===== src/rtl/demux_pkg.sv =====
// Shared lane count, lane-select type and pointer helper for the buffered 1:4 demux.
package demux_pkg;

    localparam int NUM_LANES = 4;

    typedef logic [1:0] lane_sel_t;

    // Round-robin successor; two bits wrap 3 -> 0 naturally.
    function automatic lane_sel_t lane_next(input lane_sel_t cur);
        return cur + lane_sel_t'(1);
    endfunction

endpackage


===== src/rtl/demux_lane_reg.sv =====
// One-entry holding register for a single output lane: loads on accept, clears valid on drain.
module demux_lane_reg #(
    parameter int N = 24
) (
    input  logic         clk,
    input  logic         rst,
    input  logic         load_i,
    input  logic         drain_i,
    input  logic [N-1:0] data_i,
    output logic [N-1:0] data_o,
    output logic         valid_o
);

    logic [N-1:0] data_q, data_d;
    logic         valid_q, valid_d;

    // A load in the same cycle as a drain wins, so the lane keeps full throughput.
    always_comb begin
        data_d  = data_q;
        valid_d = valid_q;
        if (load_i) begin
            data_d  = data_i;
            valid_d = 1'b1;
        end else if (valid_q && drain_i) begin
            valid_d = 1'b0;
        end
    end

    always_ff @(posedge clk or posedge rst) begin
        if (rst) begin
            data_q  <= '0;
            valid_q <= 1'b0;
        end else begin
            data_q  <= data_d;
            valid_q <= valid_d;
        end
    end

    assign data_o  = data_q;
    assign valid_o = valid_q;

endmodule


===== src/rtl/demux_nto4n_buf.sv =====
// Buffered 1:4 distributor: routes one N-bit word per handshake into one of four
// independently drained lane registers, selected by S or a round-robin pointer.
module demux_nto4n_buf
    import demux_pkg::*;
#(
    parameter int N = 24
) (
    input  logic                          clk,
    input  logic                          rst,
    input  logic                          enable,
    input  logic                          auto_sel,
    input  logic [1:0]                    S,
    input  logic [N-1:0]                  I,
    input  logic                          in_valid,
    output logic                          in_ready,
    output logic [NUM_LANES-1:0][N-1:0]   O,
    output logic [NUM_LANES-1:0]          o_valid,
    input  logic [NUM_LANES-1:0]          o_ready,
    output logic [1:0]                    ptr,
    output logic                          busy
);

    lane_sel_t              sel;
    lane_sel_t              ptr_q, ptr_d;
    logic                   accept;
    logic [NUM_LANES-1:0]   load;

    assign sel = auto_sel ? ptr_q : S;

    // Ready depends only on the selected lane's state, never on in_valid.
    assign in_ready = ~rst & enable & (~o_valid[sel] | o_ready[sel]);
    assign accept   = in_valid & in_ready;

    always_comb begin
        ptr_d = ptr_q;
        if (accept && auto_sel) begin
            ptr_d = lane_next(ptr_q);
        end
    end

    always_ff @(posedge clk or posedge rst) begin
        if (rst) begin
            ptr_q <= '0;
        end else begin
            ptr_q <= ptr_d;
        end
    end

    generate
        for (genvar gi = 0; gi < NUM_LANES; gi++) begin : g_lane
            assign load[gi] = accept && (sel == lane_sel_t'(gi));

            demux_lane_reg #(
                .N (N)
            ) u_lane (
                .clk     (clk),
                .rst     (rst),
                .load_i  (load[gi]),
                .drain_i (o_ready[gi]),
                .data_i  (I),
                .data_o  (O[gi]),
                .valid_o (o_valid[gi])
            );
        end
    endgenerate

    assign ptr  = ptr_q;
    assign busy = |o_valid;

endmodule


===== config.mk =====
export PLATFORM = sky130hd
export DESIGN_NAME = demux_nto4n_buf
export DESIGN_NICKNAME = d
export VERILOG_FILES = /design/src/rtl/demux_pkg.sv /design/src/rtl/demux_lane_reg.sv /design/src/rtl/demux_nto4n_buf.sv
export SDC_FILE = /design/constraint.sdc
export NUM_CORES = 1
export LEC_CHECK = 0
export ABC_AREA = 0
export CORE_MARGIN = 2
export CORE_UTILIZATION = 40
export DETAILED_ROUTE_END_ITERATION = 10
export DONT_BUFFER_PORTS = 1
export PLACE_DENSITY = 0.65
export SKIP_CTS_REPAIR_TIMING = 1
export SYNTH_ARGS = -nofsm -noshare
export SYNTH_HDL_FRONTEND = slang
export SYNTH_HIERARCHICAL = 1
export SYNTH_SLANG_ARGS = --single-unit

===== constraint.sdc =====
create_clock -name clk -period 1.95 [get_ports clk]
set_input_delay 0.4875 -clock clk [delete_from_list [all_inputs] [get_ports clk]]
set_output_delay 0.4875 -clock clk [all_outputs]
set_load 0.01 [all_outputs]

# ---- Word level (Yosys, flattened, before mapping)
# Index checks and enable logic that the tools add are counted.
dict set report totals {
  reg_bits 102
  in_bits 35
  out_inout_bits 104
  elab_cells 48
}
dict set report classes {
  add_sub_neg 1
  n_lt_le_gt_ge 1
  n_eq_ne 3
  muxes 13
  bitwise_logic 6
  n_reduce_logical 15
}
# operator count
set op_table {}
lappend op_table {{two-way mux 1 bit} 10}
lappend op_table {{logical AND 1 bit} 9}
lappend op_table {{nonzero test 2 bit} 4}
lappend op_table {{binary-select mux 1 bit (select 2 bit)} 2}
lappend op_table {{equality test 2 bit (second input constant)} 2}
lappend op_table {{OR reduction 4 bit} 1}
lappend op_table {{AND 1 bit} 3}
lappend op_table {{< comparator 2 x 3 -> 1 bit (second input constant)} 1}
lappend op_table {{adder 2 x 1 -> 2 bit (second input constant)} 1}
lappend op_table {{equality test 2 x 1 -> 1 bit (second input constant)} 1}
lappend op_table {{zero test 2 bit} 1}
lappend op_table {{two-way mux 2 bit} 1}
lappend op_table {{NOT 1 bit} 2}
lappend op_table {{OR 1 bit} 1}

# ---- Longest topological paths before layout
# Gate-level depths: netlist of run 1.
dict set report logic_depth {
  depth_word 9
  ltp_mapped 7
  mapped_depth_nobuf 5
}

# ---- Modules after synthesis
# Netlist of run 1, hierarchy kept.
# mod n_inst cells_per_inst area_per_inst_um2 seq_area_each_um2
set by_module_without_submodules {}
lappend by_module_without_submodules {demux_lane_reg 4 55 1033.5 625.6}
lappend by_module_without_submodules {demux_nto4n_buf 1 26 231.5 50.0}

# ---- Worst setup path after synthesis of run 1
# OpenSTA, ideal clock, no wires.
dict set report synth_timing {
  path_kind {input to output}
  start {input auto_sel}
  end {output in_ready}
  t_arrival_ns 1.601
  required_time_ns 1.462
  setup_slack_ns -0.138
  cell_stages 3
  path_buffers 0
  cell_sequence {mux2_4 mux4_2 nor3b_1}
}
dict set report synth_between {
  elab_chain_cells 6
  elab_cells_between_ends 8
  classes_between {5 x mux; 3 x bitwise}
}
# item line
set synth_rtl {}
lappend synth_rtl {{start: declaration} demux_nto4n_buf.sv:11} ;# input logic auto_sel,
lappend synth_rtl {{two-way mux 2 bit (*)} demux_nto4n_buf.sv:28} ;# assign sel = auto_sel ? ptr_q : S;
lappend synth_rtl {{binary-select mux 1 bit (select 2 bit)} demux_nto4n_buf.sv:31} ;# assign in_ready = ~rst & enable & (~o_valid[sel] | o_ready[sel]);
lappend synth_rtl {{two-way mux 1 bit (implied by the code)} demux_nto4n_buf.sv:31}
lappend synth_rtl {{NOT 1 bit} demux_nto4n_buf.sv:31}
lappend synth_rtl {{OR 1 bit (*)} demux_nto4n_buf.sv:31}
lappend synth_rtl {{AND 1 bit (*)} demux_nto4n_buf.sv:31}
lappend synth_rtl {{end: declaration} demux_nto4n_buf.sv:15} ;# output logic in_ready,
# Mark *: on every way between the ends. The rest lies on a longest branch, timed or not. The select of a mux whose other input is x is not followed.

# ---- Worst setup path after layout of run 1
dict set report layout_timing {
  start {register ptr_q[1] (netlist: ptr[1])}
  end {output in_ready}
}
dict set report layout_between {
  elab_chain_cells 6
  elab_cells_between_ends 8
  classes_between {5 x mux; 3 x bitwise}
}
# item line
set layout_rtl {}
lappend layout_rtl {{start: declaration} demux_nto4n_buf.sv:24} ;# lane_sel_t ptr_q, ptr_d;
lappend layout_rtl {{start signal: assignment} demux_nto4n_buf.sv:45} ;# ptr_q <= ptr_d;
lappend layout_rtl {{two-way mux 2 bit (*)} demux_nto4n_buf.sv:28}
lappend layout_rtl {{binary-select mux 1 bit (select 2 bit)} demux_nto4n_buf.sv:31}
lappend layout_rtl {{two-way mux 1 bit (implied by the code)} demux_nto4n_buf.sv:31}
lappend layout_rtl {{NOT 1 bit} demux_nto4n_buf.sv:31}
lappend layout_rtl {{OR 1 bit (*)} demux_nto4n_buf.sv:31}
lappend layout_rtl {{AND 1 bit (*)} demux_nto4n_buf.sv:31}
# Marks and branches as above.

==> results.cfg, run 1 <==
[sta]
max_freq_mhz = 437
worstMarginPinSlew_ns = 0.615
finalCritPeriodShare_pct = 117
rsz0062_at_grt = yes
tns_ns = -4.01
slew_headroom_pct = 58.9
finClkSkew_ns = 0.00941
setup_ws_ns = -0.339
min_period_ns = 2.29
hold_viol = 0
hold_slack_ns = 0.00900
setup-violations-final = 49
final_max_slew_viol_count = 0

[synthesis]
seq_area_frac_synth_pct = 58.5
syn_area_per_cell_um2 = 17.7
synth.distinct_cells = 21
synth.most_common_cell = dfrtp_1
synth_enable_flop_cells = 0
synth_area_leaders = dfrtp_1, mux2_4, mux2_2
synth_top_area_cell = dfrtp_1
synth_common_cells = dfrtp_1, mux2_4, mux2_2
yosysWarnings = 6
yosys_most_used_dff = dfrtp_1
syn_area_um2 = 4370
yosysTopAreaCellShare_pct = 58.5
ys_seq_elements = 102
syn-num-nets = 281
async_reset_ff_share_pct = 100
synthesis.instances = 246

[layout]
area_growth_pct = 14.7
final_util_pct = 46.6
antenna_cells = 0
drive_above_1_share_pct = 55.0
nFillCells = 940
postLayoutCellArea_um2 = 5010
nets = 312

[power]
pwr_density_cell_nw_per_um2 = 1520
irDropWorstVdd_mv = 0.607
p_leak_uw = 0.00234

[route]
wire_per_inst_um = 22.6
vias = 2156
drt_iter0_markers = 113
avgViaCountPerCell = 5.11
firstDrtPassIters = 4
route.detailed.drc = 0
routed_wl_mm = 9.52
ant_nets = 0

[clock_network]
clock_latency_ns = 0.38
htree_levels = 3
cts_buffers = 9
cts_buffer_depth = 2
clk_pin_slew_worst_paths_ns = 0.09
numClockSinks = 102
root_buffer = clkbuf_8
tritoncts = yes

[worst_setup_path]
critPathMaxFanout = 3
crit_path_start_kind = register
cp.required_ns = 1.46
worstPathArrival_ns = 1.80
crit_path_end_kind = primary output
critical_path_class = register to primary output

[global_route]
grt_max_degree = 21
grt_pass1_vias = 2411
track_usage_pct = 16.5
antenna_found_initial = 0
grt_overflow = 0
grt_first_pass_wirelength_mm = 14.2

[die]
num_rows = 38
initial_core_util_pct = 40.6
die_w_um = 108
dieArea_um2 = 11800
core-area_um2 = 10700
die_y_um = 108
ioPinCount = 139

[run_status]
status = finished, violations left
violations = negative setup slack

[job]
maxCapViolations = 0

[place]
placed_cell_area_um2 = 4630
place_congestion = 0.702
hpwl_mm = 6.74
io_buffers = 0

[min_path]
min_path_type = input pin to async pin
==> path summary, 6_finish.rpt <==
check | from | to | slack (ns) | cells after the start
max in group asynchronous | rst | g_lane[2].u_lane/data_o[19]$_DFFE_PP0P_ | 0.81 | 3
hold / removal | rst | g_lane[0].u_lane/data_o[14]$_DFFE_PP0P_ | 0.009 | 2
hold reg to reg | g_lane[1].u_lane/data_o[17]$_DFFE_PP0P_ | g_lane[1].u_lane/data_o[17]$_DFFE_PP0P_ | 0.59 | 1
min in group clk | I[14] | g_lane[1].u_lane/data_o[14]$_DFFE_PP0P_ | 0.25 | 1
setup reg to reg | ptr[1]$_DFFE_PP0P_ | g_lane[3].u_lane/data_o[21]$_DFFE_PP0P_ | -0.13 | 7
setup / recovery | ptr[1]$_DFFE_PP0P_ | in_ready | -0.34 | 3
==> registers in the layout, summed over array words and instances, names as in the netlist <==
register               count
g_lane.u_lane/valid_o      4
g_lane.u_lane/data_o      96
ptr                        2
==> report_power, final <==
| group | internal, uW | total, uW | leakage [uW] | switching, uW |
|---|---|---|---|---|
| logic | 1370 | 1840 | 0.000984 | 475 |
| clock network | 660 | 1380 | 0.0000976 | 719 |
| registers | 3120 | 4370 | 0.00125 | 1260 |
| total | 5150 | 7600 | 0.00234 | 2450 |
==> stage by stage <==
stage	total power [uW]	setup slack (ns)	std cells
finish	7600	-0.339	422
floorplan	5640	-0.0337	246
global placement	6070	-0.0609	398
CTS	7570	-0.370	414
detailed placement	6170	-0.0995	398
global route	8020	-0.403	422
==> final cells by class <==
type | count | area [um2] | area share [%]
sequential | 102 | 2550 | 51.0
multi-input combinational | 123 | 1660 | 33.1
timing repair buffer | 32 | 377 | 7.52
tap | 140 | 175 | 3.50
clock buffer | 11 | 151 | 3.02
clock inverter | 5 | 57.6 | 1.15
inverter | 9 | 33.8 | 0.675
==> layer usage <==
metal | share of wire (%) | wire length, um | vias to the layer above | GRT usage, %
li1 | - | - | 916 | -
met1 | 42 | 3970 | 1129 | 20.4
met2 | 47 | 4480 | 100 | 25.8
met3 | 9.4 | 898 | 11 | 6.45
met4 | 1.7 | 165 | 0 | 7.14
met5 | 0 | 0 | - | 0
==> cell families (layout without fill, tap and decap cells) <==
family	Yosys count	in the layout	share of synthesized area, %
flops	102	102	58.5
mux	100	100	32.6
buf+inv	21	57	5.47
simple gates	17	17	2.35
compound gates	4	4	0.688
xor+xnor	2	2	0.401
==> worst max-delay path: stages, from the launching register on <==
cell and delay (ns):
dfrtp_1 0.40, mux2_4 0.29, mux4_2 0.48, nor3b_4 0.25
==> cell usage in the layout (no fill, tap or decap), drive strengths merged <==
cell,Yosys,routed
a21o,4,4
and2b,1,1
and3b,1,1
buf,12,29
bufinv,0,1
clkbuf,0,13
clkinv,0,1
clkinvlp,0,3
dfrtp,102,102
dlygate4sd3,0,1
inv,9,9
mux2,97,97
mux2i,2,2
mux4,1,1
nand2,3,3
nand4,1,1
nor2,2,2
nor2b,5,5
nor3,1,1
nor3b,2,2
or4,1,1
xnor2,1,1
xor2,1,1
Note: power is estimated with default switching activity, not from simulation.
==> run 2: changes to the inputs <==
Settings changed: ABC_AREA 0 to 1, CAP_MARGIN from default to 10.
==> results.cfg, run 2 <==
[run_status]
status = finished, violations left
violations = negative setup slack

[worst_setup_path]
critPathMaxFanout = 5
worst-r2r-cell-count = 13
worstPathArrival_ns = 1.55
crit_path_start_kind = register
crit_path_end_kind = primary output
worstReg2RegStart = ptr[0]$_DFFE_PP0P_
cp-startpoint = ptr[0]$_DFFE_PP0P_
cp.required_ns = 1.46
critical_path_class = register to primary output

[clock_network]
numClockSinks = 102
cts_buffers = 9
cts_buffer_depth = 2
tritoncts = yes
htree_levels = 3
clk_pin_slew_worst_paths_ns = 0.09
clock_latency_ns = 0.36
root_buffer = clkbuf_8

[power]
total_power_uw = 6360
irDropWorstVdd_mv = 0.556
pwr_density_cell_nw_per_um2 = 1320
p_leak_uw = 0.00264

[sta]
setup-violations-final = 1
rsz0062_at_grt = yes
finClkSkew_ns = 0.00658
setup_ws_ns = -0.0838
worstMarginPinSlew_ns = 0.548
hold_viol = 0
finalCritPeriodShare_pct = 104
final_max_slew_viol_count = 0
min_period_ns = 2.03
slew_headroom_pct = 63.4
max_freq_mhz = 492
tns_ns = -0.0838

[synthesis]
synth_common_cells = nand2_1, dfrtp_1, nand2_2
syn_area_per_cell_um2 = 9.11
yosysTopAreaCellShare_pct = 58.6
synth.distinct_cells = 17
synth_top_area_cell = dfrtp_1
synth_enable_flop_cells = 0
synth_area_leaders = dfrtp_1, nand2_1, nand2_2
seq_area_frac_synth_pct = 58.6
yosysWarnings = 6
yosys_most_used_dff = dfrtp_1
synth.most_common_cell = nand2_1
ys_seq_elements = 102
synthesis.instances = 478
syn_area_um2 = 4350
syn-num-nets = 513
async_reset_ff_share_pct = 100

[route]
vias = 3121
firstDrtPassIters = 4
ant_nets = 0
routed_wl_mm = 11.3
avgViaCountPerCell = 4.85
drt_iter0_markers = 199
route.detailed.drc = 0
wire_per_inst_um = 17.6

[job]
maxCapViolations = 0

[layout]
antenna_cells = 0
nets = 533
area_growth_pct = 11.0
largest_reg_flops = 96
nFillCells = 1045
postLayoutCellArea_um2 = 4830
final_common_cell = nand2_1
layout_common_cells = nand2_1, dfrtp_1, nand2_2
drive_above_1_share_pct = 20.1
final_cell_count_no_fill = 643

[die]
core-area_um2 = 10700
die_w_um = 108
dieArea_um2 = 11700
die_y_um = 108
num_rows = 38
initial_core_util_pct = 40.5
ioPinCount = 139

[global_route]
grt_max_degree = 26
track_usage_pct = 20.2
grt_overflow = 0
grt_first_pass_wirelength_mm = 17.6
grt_pass1_vias = 3238
antenna_found_initial = 0

[min_path]
min_path_type = input pin to async pin

[place]
hpwl_mm = 8.00
place_ws_ns = -0.0205
place_congestion = 0.787
io_buffers = 0
placed_cell_area_um2 = 4550
place_inst = 619
run 2: changes by cell type after synthesis, sizes merged, moves of 3 or more:
cell and change:
inv +11, nand3 +4, nor2b -5, nand2 +318
nor3 +3, mux2 -97, buf +8, a21o -4
run 2: cell type report:
cell class	instances	area [um2]	area share, %
Sequential cell	102	2550	52.8
Multi-Input combinational cell	336	1480	30.5
Timing Repair Buffer	29	344	7.12
Tap cell	140	175	3.63
Clock buffer	13	159	3.29
Inverter	20	105	2.18
Clock inverter	3	18.8	0.389
run 2: cells by family after synthesis:
| family | share of synthesized area [%] |
|---|---|
| buf+inv | 8.39 |
| simple gates | 32.2 |
| compound gates | 0.575 |
| xor+xnor | 0.201 |
| flops | 58.6 |
run 2: routing by layer:
layer	wire length [um]	track usage (%)
met2	5500	35.0
met3	1320	8.02
met1	4330	22.7
met4	180	7.05
met5	0	0
run 2: through the flow:
stage	utilization, %	hold WS, ns
6_report	44.9	0.0432
5_1_grt	44.9	0.0476
4_1_cts	44.0	-0.148
3_5_place_dp	42.3	0.253
3_3_place_gp	42.3	0.247
2_1_floorplan	-	0.237
run 2: worst max-delay path, stage by stage (launching register included):
cell and delay, ns:
dfrtp_1 0.40, nand2_2 0.14, nand3_1 0.10, nand2_1 0.07, nand2_1 0.05, nand2_2 0.06
inv_2 0.04, a21oi_4 0.18, buf_6 0.14
run 2: power breakdown:
part | internal (uW) | switching, uW | leakage [uW]
logic | 502 | 630 | 0.00125
registers | 2920 | 1080 | 0.00130
clock network | 535 | 705 | 0.0000934
total | 3950 | 2410 | 0.00264
run 2: path summary, 6_finish.rpt:
| path | slack (ns) | to |
|---|---|---|
| min reg2reg | 0.54 | g_lane[0].u_lane/data_o[6]$_DFFE_PP0P_ |
| min in group clk | 0.24 | g_lane[3].u_lane/data_o[0]$_DFFE_PP0P_ |
| max reg2reg | 0.11 | g_lane[2].u_lane/data_o[16]$_DFFE_PP0P_ |
| max in group asynchronous | 1.40 | ptr[0]$_DFFE_PP0P_ |
| min | 0.04 | g_lane[0].u_lane/data_o[16]$_DFFE_PP0P_ |
| max | -0.08 | in_ready |
